--- src/rtl/coprocessor_io_pkg.sv ---
// Shared definitions for the coprocessor IO responder.
// Holds the response codes seen by the core, the responder FSM states,
// the register index map and the request-word field layout.
package coprocessor_io_pkg;

    localparam int REQ_W  = 15;   // full request word width
    localparam int IDX_W  = 14;   // register index field width
    localparam int WR_BIT = 14;   // write flag position in the request word

    typedef enum logic [2:0] {
        CTRL_IDLE     = 3'b000,
        CTRL_BUSY     = 3'b001,
        CTRL_DONE_OK  = 3'b010,
        CTRL_DONE_ERR = 3'b110
    } ctrl_e;

    typedef enum logic [1:0] {
        ST_IDLE = 2'b00,
        ST_BUSY = 2'b01,
        ST_DONE = 2'b10
    } state_e;

    localparam logic [IDX_W-1:0] IDX_SCRATCH_LO = 14'h0001;
    localparam logic [IDX_W-1:0] IDX_SCRATCH_HI = 14'h000F;
    localparam logic [IDX_W-1:0] IDX_CYCLE      = 14'h0010;
    localparam logic [IDX_W-1:0] IDX_REQCNT     = 14'h0011;
    localparam logic [IDX_W-1:0] IDX_LASTERR    = 14'h0012;

    // True when the index addresses one of the read/write scratch registers.
    function automatic logic is_scratch(input logic [IDX_W-1:0] idx);
        return (idx >= IDX_SCRATCH_LO) && (idx <= IDX_SCRATCH_HI);
    endfunction

endpackage

--- src/rtl/cop_regbank.sv ---
// Register bank behind the coprocessor IO responder.
// Ports:
//   clk, rst_n           - clock, asynchronous active-low reset
//   rd_idx -> rd_data    - combinational read by register index
//   hit, ro              - index is mapped / index is read-only
//   wr_en, wr_idx, wr_data - one scratch write per cycle
//   ok_pulse             - one successful completion (REQCNT increment)
//   err_pulse, err_word  - one failed completion and its request word (LASTERR)
module cop_regbank
    import coprocessor_io_pkg::*;
#(
    parameter int N = 64
) (
    input  logic             clk,
    input  logic             rst_n,
    input  logic [IDX_W-1:0] rd_idx,
    output logic [N-1:0]     rd_data,
    output logic             hit,
    output logic             ro,
    input  logic             wr_en,
    input  logic [IDX_W-1:0] wr_idx,
    input  logic [N-1:0]     wr_data,
    input  logic             ok_pulse,
    input  logic             err_pulse,
    input  logic [REQ_W-1:0] err_word
);

    // Scratch index 1..15 is stored in slot 0..14.
    logic [N-1:0] scratch_r [0:14];
    logic [N-1:0] cycle_r;
    logic [N-1:0] reqcnt_r;
    logic [N-1:0] lasterr_r;
    logic [3:0]   rd_slot_s;
    logic [3:0]   wr_slot_s;

    assign rd_slot_s = rd_idx[3:0] - 4'd1;
    assign wr_slot_s = wr_idx[3:0] - 4'd1;

    // Combinational read decode with mapped/read-only flags.
    always_comb begin
        rd_data = {N{1'b0}};
        hit     = 1'b0;
        ro      = 1'b0;
        if (is_scratch(rd_idx)) begin
            rd_data = scratch_r[rd_slot_s];
            hit     = 1'b1;
        end else begin
            case (rd_idx)
                IDX_CYCLE: begin
                    rd_data = cycle_r;
                    hit     = 1'b1;
                    ro      = 1'b1;
                end
                IDX_REQCNT: begin
                    rd_data = reqcnt_r;
                    hit     = 1'b1;
                    ro      = 1'b1;
                end
                IDX_LASTERR: begin
                    rd_data = lasterr_r;
                    hit     = 1'b1;
                    ro      = 1'b1;
                end
                default: begin
                    rd_data = {N{1'b0}};
                    hit     = 1'b0;
                    ro      = 1'b0;
                end
            endcase
        end
    end

    // Scratch register storage.
    always_ff @(posedge clk or negedge rst_n) begin
        if (!rst_n) begin
            for (int i = 0; i < 15; i++) begin
                scratch_r[i] <= {N{1'b0}};
            end
        end else if (wr_en && is_scratch(wr_idx)) begin
            scratch_r[wr_slot_s] <= wr_data;
        end
    end

    // Free-running cycle counter and completion status registers.
    always_ff @(posedge clk or negedge rst_n) begin
        if (!rst_n) begin
            cycle_r   <= {N{1'b0}};
            reqcnt_r  <= {N{1'b0}};
            lasterr_r <= {N{1'b0}};
        end else begin
            cycle_r <= cycle_r + {{(N-1){1'b0}}, 1'b1};
            if (ok_pulse) begin
                reqcnt_r <= reqcnt_r + {{(N-1){1'b0}}, 1'b1};
            end
            if (err_pulse) begin
                lasterr_r <= {{(N-REQ_W){1'b0}}, err_word};
            end
        end
    end

endmodule

--- src/rtl/coprocessor_io_responder.sv ---
// Coprocessor-side responder for the core's coprocessor IO port.
// Accepts a request word from IDLE, holds BUSY for LATENCY cycles, then
// presents DONE_OK / DONE_ERR with registered data until the core returns
// the request word to zero.
// Ports:
//   CLOCK_50, reset_n     - clock, asynchronous active-low reset
//   coprocessorIOAddr     - request word (bit 14 write, bits 13:0 index), 0 = idle
//   coprocessorIODataOut  - write data from the core
//   coprocessorIOControl  - registered response code
//   coprocessorIODataIn   - registered response data, valid in DONE_*
module coprocessor_io_responder #(
    parameter int N       = 64,
    parameter int LATENCY = 2
) (
    input  logic          CLOCK_50,
    input  logic          reset_n,
    input  logic [14:0]   coprocessorIOAddr,
    input  logic [N-1:0]  coprocessorIODataOut,
    output logic [2:0]    coprocessorIOControl,
    output logic [N-1:0]  coprocessorIODataIn
);
    import coprocessor_io_pkg::*;

    localparam logic [3:0] LAT_CNT = 4'(LATENCY);

    state_e           state_r;
    logic [3:0]       busy_cnt_r;
    logic [REQ_W-1:0] req_r;
    logic [N-1:0]     wdata_r;
    logic [N-1:0]     rdata_r;

    logic [REQ_W-1:0] cur_req_s;
    logic [N-1:0]     cur_wdata_s;
    logic [N-1:0]     rd_val_s;
    logic [N-1:0]     rd_data_s;
    logic             hit_s;
    logic             ro_s;
    logic             latch_s;
    logic             done_entry_s;
    logic             req_err_s;
    logic             ok_pulse_s;
    logic             err_pulse_s;
    logic             wr_en_s;
    logic [2:0]       resp_code_s;
    logic [N-1:0]     resp_data_s;

    // With LATENCY = 0 the request completes in its latch cycle, so the
    // live inputs stand in for the not-yet-loaded latches while in IDLE.
    always_comb begin
        if (state_r == ST_IDLE) begin
            cur_req_s   = coprocessorIOAddr;
            cur_wdata_s = coprocessorIODataOut;
            rd_val_s    = rd_data_s;
        end else begin
            cur_req_s   = req_r;
            cur_wdata_s = wdata_r;
            rd_val_s    = rdata_r;
        end
    end

    assign latch_s      = (state_r == ST_IDLE) && (coprocessorIOAddr != 15'd0);
    assign done_entry_s = (latch_s && (LATENCY == 0)) ||
                          ((state_r == ST_BUSY) && (busy_cnt_r == LAT_CNT));
    assign ok_pulse_s   = done_entry_s && !req_err_s;
    assign err_pulse_s  = done_entry_s && req_err_s;
    assign wr_en_s      = ok_pulse_s && cur_req_s[WR_BIT];

    // Error classification and the response presented on DONE entry.
    // A REQCNT read reports the count including its own completion.
    always_comb begin
        req_err_s = !hit_s || (cur_req_s[WR_BIT] && ro_s);
        if (req_err_s) begin
            resp_code_s = CTRL_DONE_ERR;
            resp_data_s = {N{1'b0}};
        end else if (cur_req_s[WR_BIT]) begin
            resp_code_s = CTRL_DONE_OK;
            resp_data_s = cur_wdata_s;
        end else if (cur_req_s[IDX_W-1:0] == IDX_REQCNT) begin
            resp_code_s = CTRL_DONE_OK;
            resp_data_s = rd_val_s + {{(N-1){1'b0}}, 1'b1};
        end else begin
            resp_code_s = CTRL_DONE_OK;
            resp_data_s = rd_val_s;
        end
    end

    cop_regbank #(.N(N)) u_regbank (
        .clk       (CLOCK_50),
        .rst_n     (reset_n),
        .rd_idx    (cur_req_s[IDX_W-1:0]),
        .rd_data   (rd_data_s),
        .hit       (hit_s),
        .ro        (ro_s),
        .wr_en     (wr_en_s),
        .wr_idx    (cur_req_s[IDX_W-1:0]),
        .wr_data   (cur_wdata_s),
        .ok_pulse  (ok_pulse_s),
        .err_pulse (err_pulse_s),
        .err_word  (cur_req_s)
    );

    // Request FSM, latency counter, request latches and registered outputs.
    // Read data is captured at the latch cycle so CYCLE reports that cycle.
    always_ff @(posedge CLOCK_50 or negedge reset_n) begin
        if (!reset_n) begin
            state_r              <= ST_IDLE;
            busy_cnt_r           <= 4'd0;
            req_r                <= 15'd0;
            wdata_r              <= {N{1'b0}};
            rdata_r              <= {N{1'b0}};
            coprocessorIOControl <= CTRL_IDLE;
            coprocessorIODataIn  <= {N{1'b0}};
        end else begin
            case (state_r)
                ST_IDLE: begin
                    if (latch_s) begin
                        req_r   <= coprocessorIOAddr;
                        wdata_r <= coprocessorIODataOut;
                        rdata_r <= rd_data_s;
                        if (done_entry_s) begin
                            state_r              <= ST_DONE;
                            coprocessorIOControl <= resp_code_s;
                            coprocessorIODataIn  <= resp_data_s;
                        end else begin
                            state_r              <= ST_BUSY;
                            busy_cnt_r           <= 4'd1;
                            coprocessorIOControl <= CTRL_BUSY;
                        end
                    end
                end
                ST_BUSY: begin
                    if (done_entry_s) begin
                        state_r              <= ST_DONE;
                        coprocessorIOControl <= resp_code_s;
                        coprocessorIODataIn  <= resp_data_s;
                    end else begin
                        busy_cnt_r <= busy_cnt_r + 4'd1;
                    end
                end
                ST_DONE: begin
                    // Only a zero request word releases; anything else is ignored.
                    if (coprocessorIOAddr == 15'd0) begin
                        state_r              <= ST_IDLE;
                        coprocessorIOControl <= CTRL_IDLE;
                        coprocessorIODataIn  <= {N{1'b0}};
                    end
                end
                default: begin
                    state_r              <= ST_IDLE;
                    coprocessorIOControl <= CTRL_IDLE;
                    coprocessorIODataIn  <= {N{1'b0}};
                end
            endcase
        end
    end

endmodule

--- config.mk ---
export PLATFORM = sky130hd
export DESIGN_NAME = coprocessor_io_responder
export DESIGN_NICKNAME = d
export VERILOG_FILES = /design/src/rtl/coprocessor_io_pkg.sv /design/src/rtl/cop_regbank.sv /design/src/rtl/coprocessor_io_responder.sv
export SDC_FILE = /design/constraint.sdc
export NUM_CORES = 2
export LEC_CHECK = 0
export ABC_AREA = 1
export BUFFER_PORTS_ARGS = -buffer_cell sky130_fd_sc_hd__buf_2
export CAP_MARGIN = 20
export CORE_AREA = 2 2 347 349
export CTS_CLUSTER_DIAMETER = 120
export DETAILED_ROUTE_END_ITERATION = 16
export DIE_AREA = 0 0 349 351
export PLACE_DENSITY = 0.71
export SYNTH_ARGS = -nofsm -noshare
export SYNTH_HDL_FRONTEND = slang
export SYNTH_HIERARCHICAL = 1
export SYNTH_SLANG_ARGS = --single-unit
--- constraint.sdc ---
create_clock -name CLOCK_50 -period 10 [get_ports CLOCK_50]
set_input_delay 1 -clock CLOCK_50 [delete_from_list [all_inputs] [get_ports CLOCK_50]]
set_output_delay 1 -clock CLOCK_50 [all_outputs]
set_load 0.02 [all_outputs]
==> summary.txt <==
Run status
  – Outcome: completed

Power
  – PD cells: slightly above 300 nW/µm²
  – Max rail drop VDD: 0.000828 V
  – Reg power frac: 25.2%
  – Leak: 37.2 nW
  – Sw Share: 50.2%
  – Sw power: 11.4 mW
  – Internal Pwr Total: 11.3 mW
  – Comb power frac: about half
  – Clock power frac: 24.1%
  – Overall Power: 22.6 mW

Finish
  – Synth-to-Final Area Change: 9.44%
  – Fraction of layout cells with a size suffix above 1: 7.70%
  – Area occupied by multi-input gates: 30600 µm²
  – Final #Nets: 9254
  – Final core occ: 63.1%
  – Filler cells: 10752
  – Reg area: 33000 µm²

Timing
  – Worst-margin pin slew: 1.19 ns
  – Worst slew margin: 19.7%
  – Fmax: 132 MHz
  – Total negative setup slack: 0 ns
  – Fin crit share: 76.0%
  – Clock skew: 0.0303 ns
  – Final Hold Viols: 0
  – Setup violators final: 0
  – Pins Over Slew Limit: 0
  – RSZ-0062 raised after global routing: no
  – Minimum clock period: 7.60 ns
  – Hold Slack: ~0.13 ns

CTS
  – Num CTS Buffers: about 150
  – Sink Count: 1317
  – CTS tree: yes
  – H-tree depth: 4
  – Resize count post-CTS: 0
  – Skew-Pair Late Insertion Delay: 0.80 ns
  – CTS Hold Bufs: 0
  – Worst-path clk slew: 0.06 ns
  – Root buf cell: clkbuf_16
  – Setup bufs post-CTS: 0
  – Clock Tree Buf Depth: 3

Drt
  – Drt pass-1 iters: 9
  – Wire per inst: approximately 24 µm
  – Drt drc: 0
  – Starting DRT DRC Count: 8700
  – Routed wire length: 256 mm
  – Vias: 65264
  – Post-DR vias/cell: around 6.0
  – Final ANT Viol Nets: 0

Synthesis
  – Yosys warning total: 6
  – Post-Syn Nets: between 9000 and 10000
  – Ys flop type: dfrtp_1
  – Post-synth EDFFs: 0
  – Seq/Total Area, Yosys: 48.1%
  – Cell taking the most area after synthesis: dfrtp_1
  – Share of the synthesized area in the top cell type: 48.1%
  – Largest cells by area after synthesis: dfrtp_1, nand2_1, nand3_1
  – Avg Cell Area, Syn: between 7 and 8 µm²
  – Post-Syn Instances: 9364
  – Synthesized flop and latch total: around 1300
  – Mapped Area: around 69000 µm²
  – Most common cell in the netlist: nand2_1
  – Most frequent cells after synthesis: nand2_1, dfrtp_1, nand3_1
  – Post-synth ARST share: 100%
  – Netlist cell types: 47

Floorplanning
  – Die ar.: 122000 µm²
  – Std-Cell Rows: 127
  – Die X: around 350 µm
  – Core area: 119000 µm²
  – Height of the die: 351 µm
  – Starting Density: a little under 60%
  – I/O pin count: roughly 150

Critical path
  – Worst R2R Path Depth: 27
  – Worst setup EP type: register
  – Worst Setup SP: coprocessorIOControl[0]$_DFFE_PN0P_
  – CP Launch Type: register
  – Setup Crit Path Kind: reg2reg
  – Critical Path RT: 10.67 ns
  – R2R Path End: coprocessorIODataIn[58]$_DFFE_PN0P_
  – Worst reg2reg setup slack: 2.40 ns
  – Critical path peak fanout: ~110
  – Critical Path AT: 8.27 ns
  – Reg-to-Reg Start: coprocessorIOControl[0]$_DFFE_PN0P_

Placed design
  – Port Buffers: 147
  – GPL Wtd Cong: 1.02
  – HPWL after DPL: 157 mm

Flow run
  – Max Cap Viol: 0

Global routing
  – Largest net degree at the start of global routing: roughly 190
  – Total gr overflow: 0
  – Total Routing Usage GR: 41.5%
  – First-pass GRT wire length: between 300 and 400 mm
  – Initial antenna violation count: 14
  – Vias in the first global route: 60902

Worst hold path
  – Min-Delay Path Class: in2async
-- kinds of logic (layout without fill, tap and decap cells) --
kind of cell    after synthesis  after routing  share of synthesized area [%]
simple gates               5395           5395                           32.9
compound gates             1177           1177                           9.60
mux                          15             15                          0.246
xor+xnor                    108            108                           1.38
flops                      1317           1317                           48.1
buf+inv                    1344           1253                           7.69
fa+ha+maj                     8              8                          0.146
other cells                   0              4                              0
-- stage by stage --
stage          instance area [µm²]  cells  worst slack, ns
2_1_floorplan                68600   9364             4.83
3_3_place_gp                 70200  10562             2.91
3_5_place_dp                 70200  10563             2.81
4_1_cts                      75000  10819             2.79
5_1_grt                      75000  10821             2.21
6_report                     75100  10825             2.40
-- cell type report --
| type | instances | share of cell area [%] |
|---|---|---|
| multi-input combinational | 6703 | 40.8 |
| tap | 1548 | 2.58 |
| clock buffer | 205 | 5.65 |
| clock inverter | 51 | 0.718 |
| sequential | 1317 | 43.9 |
| timing repair buffer | 295 | 2.76 |
| inverter | 702 | 3.54 |
| antenna | 4 | 0.0133 |
-- cells in the final DEF, fill, tap and decap left out, types with 9 or more instances in the layout --
| master | count |
|---|---|
| xnor2_1 | 22 |
| o211ai_1 | 262 |
| nor2_4 | 25 |
| clkbuf_16 | 150 |
| a21oi_1 | 10 |
| nand3_1 | 1100 |
| inv_2 | 10 |
| o21ai_2 | 16 |
| nand2_1 | 3284 |
| xor2_1 | 83 |
| buf_4 | 132 |
| buf_12 | 14 |
| dfrtp_1 | 1317 |
| nor2_1 | 684 |
| nand4_1 | 114 |
| clkbuf_1 | 27 |
| nor2_2 | 25 |
| nand2_2 | 48 |
| mux2_2 | 15 |
| bufinv_16 | 9 |
| o21ai_1 | 98 |
| nor3_1 | 52 |
| buf_2 | 146 |
| clkinv_2 | 31 |
| clkbuf_8 | 28 |
| inv_1 | 686 |
| o21ai_0 | 782 |
| nand2_4 | 20 |
-- power groups by stage --
| stage | clock network [mW] | logic [mW] | registers [mW] |
|---|---|---|---|
| 3_5_place_dp | 0 | 11.0 | 5.78 |
| 3_3_place_gp | 0 | 10.9 | 5.78 |
| 6_report | 5.46 | 11.5 | 5.70 |
| 4_1_cts | 5.49 | 11.0 | 5.69 |
| 5_1_grt | 5.70 | 12.1 | 5.72 |
| 2_1_floorplan | 0 | 6.78 | 5.76 |
-- layer usage --
metal  vias up  GRT usage [%]  share of wire, %
met2      3777           59.4                42
met5         -              0             0.031
met4        12           20.9               5.2
li1      29567              -                 -
met1     31244           56.7                40
met3       664           13.1                13
-- registers in the layout (all words and copies together) (netlist names) --
name / flops
u_regbank/cycle_r: 64
u_regbank/scratch_r: 960
coprocessorIODataIn: 64
u_regbank/reqcnt_r: 64
u_regbank/lasterr_r: 15
req_r: 15
coprocessorIOControl: 3
rdata_r: 64
wdata_r: 64
busy_cnt_r: 4
-- worst max-delay path by stage --
stage	endpoint	slack, ns	cells past startpoint
after floorplan	u_regbank/reqcnt_r[54]$_DFFE_PN0P_	4.83	25
after global placement	coprocessorIODataIn[32]$_DFFE_PN0P_	2.91	27
after detailed placement	u_regbank/scratch_r[264]$_DFFE_PN0P_	2.81	21
after CTS	coprocessorIODataIn[58]$_DFFE_PN0P_	2.79	27
after global routing	coprocessorIODataIn[59]$_DFFE_PN0P_	2.21	26
final	coprocessorIODataIn[58]$_DFFE_PN0P_	2.40	27
-- critical path, stage by stage, from the launching register on --
cell	delay, ns
dfrtp_1	0.45
nor2_4	0.60
nand2_1	0.31
nand2_8	0.59
inv_8	0.38
ha_4	0.72
buf_4	0.57
buf_4	0.80
o211ai_1	0.19
nand3_1	0.11
nand3_1	0.08
nand3_1	0.18
nand2_1	0.23
inv_1	0.16
nand2_1	0.07
nand2_2	0.16
ha_1	0.18
nand2_1	0.07
nor2_2	0.21
nand3_1	0.18
inv_2	0.12
nand2_2	0.09
nor2_2	0.32
nand3_1	0.14
nand2_1	0.08
nand3_1	0.07
nand2_1	0.09
nand2_1	0.05
(Power assumes the default switching activity.)
